===== src/rtl/hls_bb_pkg.sv =====
// Shared types and constants for the hls_bb_arbiter slice.
// Pure declarations: no latency and no backpressure of its own.
package hls_bb_pkg;

  typedef enum logic [1:0] {
    IDLE  = 2'd0,
    ISSUE = 2'd1,
    WAIT  = 2'd2,
    RESP  = 2'd3
  } state_t;

  localparam int XW_DEF       = 5;
  localparam int RES_FLAG_BIT = XW_DEF;
  localparam int CNT_W        = 8;

  function automatic logic [CNT_W-1:0] sat_inc(input logic [CNT_W-1:0] v);
    return (v == {CNT_W{1'b1}}) ? v : v + 1'b1;
  endfunction

endpackage


===== src/rtl/rr_arbiter.sv =====
// Rotating-priority grant: first asserted req at or after ptr, wrapping.
// Purely combinational (zero latency); applies no backpressure itself.
module rr_arbiter #(
  parameter int N  = 4,
  parameter int IW = $clog2(N)
) (
  input  logic [N-1:0]  req,
  input  logic [IW-1:0] ptr,
  output logic [N-1:0]  gnt,
  output logic [IW-1:0] gnt_idx,
  output logic          gnt_vld
);

  int            pos;
  logic [IW-1:0] pos_w;

  always_comb begin
    gnt     = '0;
    gnt_idx = '0;
    gnt_vld = 1'b0;
    pos     = 0;
    pos_w   = '0;
    for (int k = 0; k < N; k++) begin
      pos = int'(ptr) + k;
      if (pos >= N) pos = pos - N;
      pos_w = IW'(pos);
      if (!gnt_vld && req[pos_w]) begin
        gnt[pos_w] = 1'b1;
        gnt_idx    = pos_w;
        gnt_vld    = 1'b1;
      end
    end
  end

endmodule


===== src/rtl/hls_bb_arbiter.sv =====
// Shares one add/flag black box among N requesters; accept->rsp_valid is 3 cycles when idle.
// Requests wait in IDLE for a grant; a response holds until its rsp_ready, stalling new grants.
module hls_bb_arbiter
  import hls_bb_pkg::*;
#(
  parameter int N       = 4,
  parameter int XW      = XW_DEF,
  parameter int TIMEOUT = 16
) (
  input  logic             ap_clk,
  input  logic             ap_rst,
  input  logic [N-1:0]     req_valid,
  output logic [N-1:0]     req_ready,
  input  logic [N-1:0]     req_cmd,
  input  logic [N*XW-1:0]  req_x,
  input  logic [N-1:0]     req_y,
  output logic [N-1:0]     rsp_valid,
  input  logic [N-1:0]     rsp_ready,
  output logic [XW-1:0]    rsp_data,
  output logic             rsp_flag,
  output logic             rsp_timeout,
  output logic             bb_ap_start,
  output logic             bb_ap_ce,
  output logic             bb_ap_continue,
  input  logic             bb_ap_ready,
  input  logic             bb_ap_done,
  output logic             bb_cmd,
  output logic [XW-1:0]    bb_x,
  output logic             bb_y,
  input  logic [XW:0]      bb_res,
  output logic [CNT_W-1:0] stray_done_cnt,
  output logic [CNT_W-1:0] timeout_cnt
);

  localparam int IW       = $clog2(N);
  localparam int WDW      = $clog2(TIMEOUT);
  localparam int FLAG_BIT = RES_FLAG_BIT + (XW - XW_DEF);
  localparam logic [WDW-1:0] WD_LAST = WDW'(TIMEOUT - 1);

  state_t         state_q, state_d;
  logic [IW-1:0]  ptr_q, gidx_q, ptr_nxt;
  logic [WDW-1:0] wd_q;

  logic [N-1:0]   arb_gnt;
  logic [IW-1:0]  arb_idx;
  logic           arb_vld;

  logic           accept, done_hit, wd_fire;
  logic           sel_cmd, sel_y;
  logic [XW-1:0]  sel_x;

  rr_arbiter #(.N(N), .IW(IW)) u_arb (
    .req     (req_valid),
    .ptr     (ptr_q),
    .gnt     (arb_gnt),
    .gnt_idx (arb_idx),
    .gnt_vld (arb_vld)
  );

  assign bb_ap_ce       = 1'b1;
  assign bb_ap_continue = 1'b1;
  assign ptr_nxt        = (arb_idx == IW'(N - 1)) ? '0 : arb_idx + 1'b1;
  assign req_ready      = accept ? arb_gnt : '0;

  always_comb begin
    sel_cmd = 1'b0;
    sel_y   = 1'b0;
    sel_x   = '0;
    for (int i = 0; i < N; i++) begin
      if (arb_idx == IW'(i)) begin
        sel_cmd = req_cmd[i];
        sel_y   = req_y[i];
        sel_x   = req_x[i*XW +: XW];
      end
    end
  end

  // Accept is masked during reset so nothing is handed over that the registers would drop.
  always_comb begin
    state_d  = state_q;
    accept   = 1'b0;
    done_hit = 1'b0;
    wd_fire  = 1'b0;
    case (state_q)
      IDLE: begin
        if (arb_vld && !ap_rst) begin
          accept  = 1'b1;
          state_d = ISSUE;
        end
      end
      ISSUE: begin
        if (wd_q == WD_LAST) begin
          wd_fire = 1'b1;
          state_d = RESP;
        end else if (bb_ap_start && bb_ap_ready) begin
          state_d = WAIT;
        end
      end
      WAIT: begin
        if (bb_ap_done) begin
          done_hit = 1'b1;
          state_d  = RESP;
        end else if (wd_q == WD_LAST) begin
          wd_fire = 1'b1;
          state_d = RESP;
        end
      end
      RESP: begin
        if (rsp_ready[gidx_q]) state_d = IDLE;
      end
      default: state_d = IDLE;
    endcase
  end

  always_comb begin
    rsp_valid = '0;
    if (state_q == RESP) rsp_valid[gidx_q] = 1'b1;
  end

  always_ff @(posedge ap_clk) begin
    if (ap_rst) begin
      state_q        <= IDLE;
      ptr_q          <= '0;
      gidx_q         <= '0;
      wd_q           <= '0;
      bb_ap_start    <= 1'b0;
      bb_cmd         <= 1'b0;
      bb_x           <= '0;
      bb_y           <= 1'b0;
      rsp_data       <= '0;
      rsp_flag       <= 1'b0;
      rsp_timeout    <= 1'b0;
      stray_done_cnt <= '0;
      timeout_cnt    <= '0;
    end else begin
      state_q     <= state_d;
      // Start is high exactly while in ISSUE, so it drops on WAIT or watchdog exit.
      bb_ap_start <= (state_d == ISSUE);

      if (accept) begin
        ptr_q  <= ptr_nxt;
        gidx_q <= arb_idx;
        bb_cmd <= sel_cmd;
        bb_x   <= sel_x;
        bb_y   <= sel_y;
        wd_q   <= '0;
      end else if (state_q == ISSUE || state_q == WAIT) begin
        wd_q <= wd_q + 1'b1;
      end

      if (done_hit) begin
        rsp_data    <= bb_res[XW-1:0];
        rsp_flag    <= bb_res[FLAG_BIT];
        rsp_timeout <= 1'b0;
      end else if (wd_fire) begin
        rsp_data    <= '0;
        rsp_flag    <= 1'b0;
        rsp_timeout <= 1'b1;
        timeout_cnt <= sat_inc(timeout_cnt);
      end

      if (bb_ap_done && state_q != WAIT) stray_done_cnt <= sat_inc(stray_done_cnt);
    end
  end

endmodule


===== config.mk =====
export PLATFORM = sky130hd
export DESIGN_NAME = hls_bb_arbiter
export DESIGN_NICKNAME = d
export VERILOG_FILES = /design/src/rtl/hls_bb_pkg.sv /design/src/rtl/rr_arbiter.sv /design/src/rtl/hls_bb_arbiter.sv
export SDC_FILE = /design/constraint.sdc
export NUM_CORES = 1
export LEC_CHECK = 0
export ABC_AREA = 1
export CELL_PAD_IN_SITES_DETAIL_PLACEMENT = 0
export CELL_PAD_IN_SITES_GLOBAL_PLACEMENT = 1
export CORE_AREA = 2 2 95 97
export CTS_CLUSTER_SIZE = 40
export DETAILED_ROUTE_END_ITERATION = 12
export DIE_AREA = 0 0 97 99
export PLACE_DENSITY_LB_ADDON = 0.1
export SLEW_MARGIN = 20
export SYNTH_ARGS = -nofsm -noshare
export SYNTH_HDL_FRONTEND = slang
export SYNTH_SLANG_ARGS = --single-unit

===== constraint.sdc =====
create_clock -name ap_clk -period 3.8 [get_ports ap_clk]
set_input_delay 0.76 -clock ap_clk [delete_from_list [all_inputs] [get_ports ap_clk]]
set_output_delay 0.76 -clock ap_clk [all_outputs]
set_load 0.02 [all_outputs]

# Word level (Yosys, flattened, before mapping)
# Index checks and enable logic that the tools add are counted.
totals:
  inputBits: 46
  memories: 0
  romBits: 0
  out_inout_bits: 41
  ramBits: 0
  latchBits: 0
  register_bits: 41
  elab_cells: 147
classes:
  div: 0
  addsub: 11
  reduce_logical: 23
  n_eq_ne: 11
  multipliers: 0
  n_mux: 69
  order_cmp: 14
  n_bitwise: 6
  shift: 0
ops:
  columns: ["operator", "count"]
  rows:
  - ["2-to-1 mux 1 bit", 30]
  - ["2-to-1 mux 2 bit", 15]
  - ["2-to-1 mux 5 bit", 6]
  - ["2-to-1 mux 4 bit", 6]
  - ["adder 8 x 1 -> 8 bit (second input constant)", 2]
  - ["== test 8 bit (second input constant)", 2]
  - ["less-than comparator 2 x 3 -> 1 bit (second input constant)", 5]
  - ["OR 4 bit", 3]
  - ["logical AND 1 bit", 11]
  - ["binary-select mux 1 bit (select 2 bit)", 5]
  - ["demux 1 bit (select 2 bit)", 5]
  - [">= comparator 2 x 1 -> 1 bit (second input constant)", 5]
  - [">= comparator 3 bit (second input constant)", 3]
  - ["== test 2 bit (second input constant)", 4]
  - ["case mux 2 bit (4 select lines)", 1]
  - ["subtractor 2 x 1 -> 2 bit (second input constant)", 4]
  - ["adder 2 x 2 -> 3 bit (second input constant)", 2]
  - ["== test 2 x 1 -> 1 bit (second input constant)", 3]
  - ["adder 4 x 1 -> 4 bit (second input constant)", 1]
  - ["== test 4 bit (second input constant)", 1]
  - ["zero test 1 bit", 4]
  - ["zero test 2 bit", 2]
  - ["OR reduction 2 bit", 2]
  - ["adder 2 x 1 -> 3 bit (second input constant)", 1]
  - ["9 further kinds", 11]

# Logic depth before layout (Yosys ltp)
logic_depth:
  depth_word: 19
  ltp_mapped: 20
  ltp_nobuf: 19

# Hierarchy
# A second synthesis with hierarchy kept.
unflattened:
  cells_unflattened: 429
  area_unflattened_um2: 2834.0
by_module_without_submodules:
  columns: ["mod", "instances", "cells_each", "area_each_um2"]
  rows:
  - ["hls_bb_arbiter", 1, 355, 2393.5]
  - ["rr_arbiter", 1, 74, 440.4]

# Worst setup path before layout
# No wires, ideal clock.
synth_path:
  kind: "reg-to-reg"
  start: "register ptr_q[0]"
  end: "register bb_cmd"
  path_stages_with_launch: 21
  t_required_ns: 3.731
  slack_ns: 0.978
  synth_period_minus_slack_ns: 2.822
  arrival_time_ns: 2.753
  cell_sequence: "dfxtp_1 buf_6 inv_6 ha_1 inv_1 nand3_2 nand2_4 inv_2 nor2_4 nand3_1 nand2_1 inv_1 nand2_2 inv_1 ha_1 clkbuf_1 nor2_1 a22oi_1 o21ai_0 mux2i_1 o21ai_1"
synth_via:
  elab_chain_cells: 19
synth_rtl:
  columns: ["element", "line_no", "text"]
  rows:
  - ["from (decl)", "hls_bb_arbiter.sv:41", "logic [IW-1:0] ptr_q, gidx_q, ptr_nxt;"]
  - ["from (signal assigned)", "hls_bb_arbiter.sv:141", "ptr_q <= ptr_nxt;"]
  - ["parallel branches: the longest is 13 deep, another holds adder 2 x 1 -> 3 bit", null, null]
  - ["2-to-1 mux 2 bit *", "rr_arbiter.sv:27", "if (!gnt_vld && req[pos_w]) begin"]
  - ["named net arb_idx[1]", "hls_bb_arbiter.sv:45", "logic [IW-1:0] arb_idx;"]
  - ["zero test 2 bit", "hls_bb_arbiter.sv:70", "if (arb_idx == IW'(i)) begin"]
  - ["2-to-1 mux 1 bit (3 in a row)", "hls_bb_arbiter.sv:70", null]
  - ["2-to-1 mux 1 bit *", "hls_bb_arbiter.sv:70", null]
  - ["to (signal assigned)", "hls_bb_arbiter.sv:143", "bb_cmd <= sel_cmd;"]
  - ["to (decl)", "hls_bb_arbiter.sv:27", "output logic bb_cmd,"]
# Mark *: on every way through the listed nets, which the timed path passes. The select of a mux whose other input is x is not followed.
# A chain may end at the register's enable or synchronous reset.

# Worst setup path after layout
layout_path:
  start: "input port req_valid[3]"
  end: "output port req_ready[1]"
layout_via:
  elab_chain_cells: 16
layout_rtl:
  columns: ["element", "line_no", "text"]
  rows:
  - ["from (decl)", "hls_bb_arbiter.sv:12", "input logic [N-1:0] req_valid,"]
  - ["binary-select mux 1 bit (select 2 bit)", "rr_arbiter.sv:27", null]
  - ["2-to-1 mux 1 bit (not written as such)", "rr_arbiter.sv:27", null]
  - ["2-to-1 mux 1 bit", "rr_arbiter.sv:27", null]
  - ["zero test 1 bit", "rr_arbiter.sv:27", null]
  - ["logical AND 1 bit", "rr_arbiter.sv:27", null]
  - ["2-to-1 mux 1 bit", "rr_arbiter.sv:27", null]
  - ["zero test 1 bit", "rr_arbiter.sv:27", null]
  - ["logical AND 1 bit", "rr_arbiter.sv:27", null]
  - ["2-to-1 mux 1 bit", "rr_arbiter.sv:27", null]
  - ["zero test 1 bit", "rr_arbiter.sv:27", null]
  - ["logical AND 1 bit", "rr_arbiter.sv:27", null]
  - ["2-to-1 mux 1 bit", "rr_arbiter.sv:27", null]
  - ["logical AND 1 bit", "hls_bb_arbiter.sv:86", "if (arb_vld && !ap_rst) begin"]
  - ["2-to-1 mux 1 bit", "hls_bb_arbiter.sv:86", null]
  - ["2-to-1 mux 1 bit", "hls_bb_arbiter.sv:84", "case (state_q)"]
  - ["2-to-1 mux 4 bit *", "hls_bb_arbiter.sv:63", "assign req_ready = accept ? arb_gnt : '0;"]
  - ["to (decl)", "hls_bb_arbiter.sv:13", "output logic [N-1:0] req_ready,"]
# Every way passes the cells marked *; elsewhere a longest branch is shown, timed or not. The select of a mux whose other input is x is not followed.

==> flow_metrics.tcl <==
set metrics [dict create \
    grt_pass1_wl_mm 11.7 \
    rows 34 \
    grt_use_met2 0.256 \
    cp.arrival_ns 2.76 \
    switching_share 0.454 \
    p_switching_mw 0.969 \
    setup_viol 0 \
    drive_above_1_share 0.0863 \
    path_max_fanout 8 \
    drcViolationCount 0 \
    synth-xor-area-share 0.0252 \
    grt_pass1_vias 2663 \
    drv_cap 0 \
    cts_tree "done" \
    gr-usage-met3 0.0262 \
    grt-ovfl-total 0 \
    fin_crit_sh 0.926 \
    drtAntennaViolNets 0 \
    clk_latency_ns 0.29 \
    dp_hpwl_mm 5.33 \
    fin_tns_setup_ns 0 \
    rsz0062_at_grt "no" \
    required_ns 3.04 \
    muxShareOfSynthArea 0.0252 \
    die_h_um 99 \
    synth_area_per_cell_um2 7.13 \
    cts.path.max_buffers 2 \
    die_w_um 97 \
    area_growth_pct 37.6 \
    gr-max-usage-layer "met2" \
    ys_seq_elements 41 \
    grt_usage 0.143 \
    h-tree-depth 2 \
    outcome "complete, no violations" \
    synth_cell_types 37 \
    place_congestion 0.812 \
    synth_fa_ha_area_frac 0.0900 \
    io_pins 87 \
    cp_slowest_stage_delay_ns 0.59 \
    powerDensity_mw_per_mm2 558 \
    synth_top_family_by_area "simple AND/OR/NAND/NOR gates" \
    p_int_mw 1.17 \
    ir_worst_vdd_mv 0.224 \
    routed_via_density 4.77 \
    hold_viol_final 0 \
    hold_path_class "reg -> reg" \
    netlist_area_mm2 0.00278 \
    layout_min_cycle_time_ns 3.52 \
    dr.pass1.iters 4 \
    synth_seq_area_share 0.295 \
    path_class "in -> out" \
    clockRootBuffer "clkbuf_8" \
    grt_max_degree 23 \
    routed_wl_mm 6.91 \
    path_clk_slew_ns 0.08 \
    cp_cell_sequence "clkdlybuf4s50_1 -> inv_1 -> nand2_1 -> nand3_2 -> nand2_4 -> inv_4 -> nand4_4 -> nand2_2 -> nor2_4 -> nand2_1 -> inv_1 -> clkdlybuf4s50_1" \
    postCtsHoldBufs 0 \
    use_met1 0.180 \
    dp_cells 575 \
    synth-simple-area-share 0.356 \
    cts_buffers 5 \
    cp_slowest_cell "clkdlybuf4s50_1" \
    critPathLaunchType "input port" \
    core_area_mm2 0.00855 \
    comb_power_share 0.588 \
    drv_slew 0 \
    cts.sink_count 41 \
    post_cts_resized 0 \
    netlist_instances 390 \
    antenna_cells 0 \
    finish.net_count 540 \
    start_util 0.325 \
    fin_worst_skew_ns 0.00742 \
    p_clk_frac 0.165 \
    p_leak_nw 1.60 \
    seq_power_share 0.247 \
    io_buffers 84 \
    antenna_found_initial 0 \
    drt_iter0_drc 110 \
    max_freq_ghz 0.284 \
    worstSetupEndpointType "output port" \
    vias 2780 \
    dieArea_mm2 0.00960 \
    drt-wirelength-per-cell_um 11.8 \
    final_cells 583 \
    synth-compound-area-share 0.120 \
    yosysWarnings 0 \
    cts_setup_buffers 0 \
]
[critical path: cells and delay by family]
kind                   cells  cell delay [ns]
buffers and inverters      5             1.26
AND/OR/NAND/NOR            7             0.72
[cell families after synthesis]
logic type / after synthesis
compound gates: 58
fa+ha+maj: 20
other cells: 1
xor+xnor: 8
simple gates: 200
flops: 41
mux: 7
buf+inv: 55
[per-stage QoR]
stage	utilization	hold WS, ns	power, mW	area (µm²)	setup slack (ns)
3_3_place_gp	0.435	0.448	1.79	3720	0.319
4_1_cts	0.448	0.473	2.17	3830	0.270
3_5_place_dp	0.435	0.455	1.81	3720	0.257
5_1_grt	0.448	0.505	2.33	3830	0.134
2_1_floorplan	-	0.455	1.47	2790	0.978
6_report	0.448	0.467	2.13	3830	0.282
[synthesized netlist by cell type]
cell type,n,area share
o31a_1,1,0.0031
nor2_4,4,0.016
buf_1,2,0.0027
nand4_4,1,0.0076
xor2_1,4,0.013
buf_4,2,0.0054
o21ai_1,9,0.016
inv_2,4,0.0054
inv_4,1,0.0023
nand2_1,92,0.12
nor2_1,19,0.026
o21bai_2,1,0.0040
inv_6,1,0.0031
dfxtp_1,41,0.30
nand2_2,6,0.013
buf_6,3,0.012
nor3_1,7,0.013
nand3_2,4,0.014
clkbuf_1,5,0.0067
o21ai_0,13,0.023
ha_1,20,0.090
nand3_1,51,0.092
nor2_2,2,0.0045
a21oi_1,21,0.038
nand3b_4,1,0.0072
a211oi_1,1,0.0027
o21a_1,1,0.0027
xnor2_1,4,0.013
nor3_2,1,0.0036
a22oi_1,11,0.030
mux2i_1,7,0.025
nor3b_1,1,0.0027
nand4_1,5,0.011
inv_1,37,0.050
nand2_4,4,0.016
conb_1,1,0.0013
nor4_1,2,0.0045
[power by group through the flow]
stage	sequential (mW)	combinational (mW)	clock [mW]
2_1_floorplan	0.566	0.903	0
3_3_place_gp	0.536	1.26	0
3_5_place_dp	0.537	1.27	0
4_1_cts	0.528	1.27	0.366
5_1_grt	0.535	1.41	0.382
6_report	0.527	1.26	0.351
[metal layers]
layer | vias to the layer above | part of all wire | wire (µm)
met5 | - | 0 | 0
met2 | 51 | 0.49 | 3400
met4 | 0 | 0.0084 | 58
met1 | 1267 | 0.47 | 3220
met3 | 8 | 0.032 | 224
li1 | 1454 | - | -
[area by class of cell]
cell class	instances	area, µm²
Fill cell	930	4720
Multi-Input combinational cell	295	1720
Timing Repair Buffer	88	871
Sequential cell	41	821
Inverter	43	169
Tap cell	108	135
Clock buffer	6	72.6
Clock inverter	2	38.8
[cells in the final DEF (no fill, tap or decap), drive strengths merged, types with 2 or more instances in the layout]
master,count
clkbuf,6
nor2,25
buf,4
clkdlybuf4s50,84
a21oi,21
nand2,102
nor4,2
xor2,4
nand3,55
a22oi,11
conb,2
mux2i,7
ha,20
xnor2,4
o21ai,22
inv,43
dfxtp,41
nand4,6
nor3,8
[registers in the layout, summed over array words and instances (netlist names)]
name,count
bb_cmd,1
bb_x,5
gidx_q,2
state_q,2
rsp_data,5
stray_done_cnt,8
timeout_cnt,8
bb_ap_start,1
ptr_q,2
bb_y,1
rsp_timeout,1
wd_q,4
rsp_flag,1
[path summary, 6_finish.rpt]
path,startpoint,endpoint,slack (ns),depth (start not counted)
hold reg to reg,rsp_timeout,rsp_timeout,0.47,2
hold / removal,rsp_timeout,rsp_timeout,0.47,2
setup reg to reg,ptr_q[0],bb_x[3],0.64,18
setup / recovery,req_valid[3],req_ready[1],0.28,12
(Power assumes the default switching activity.)
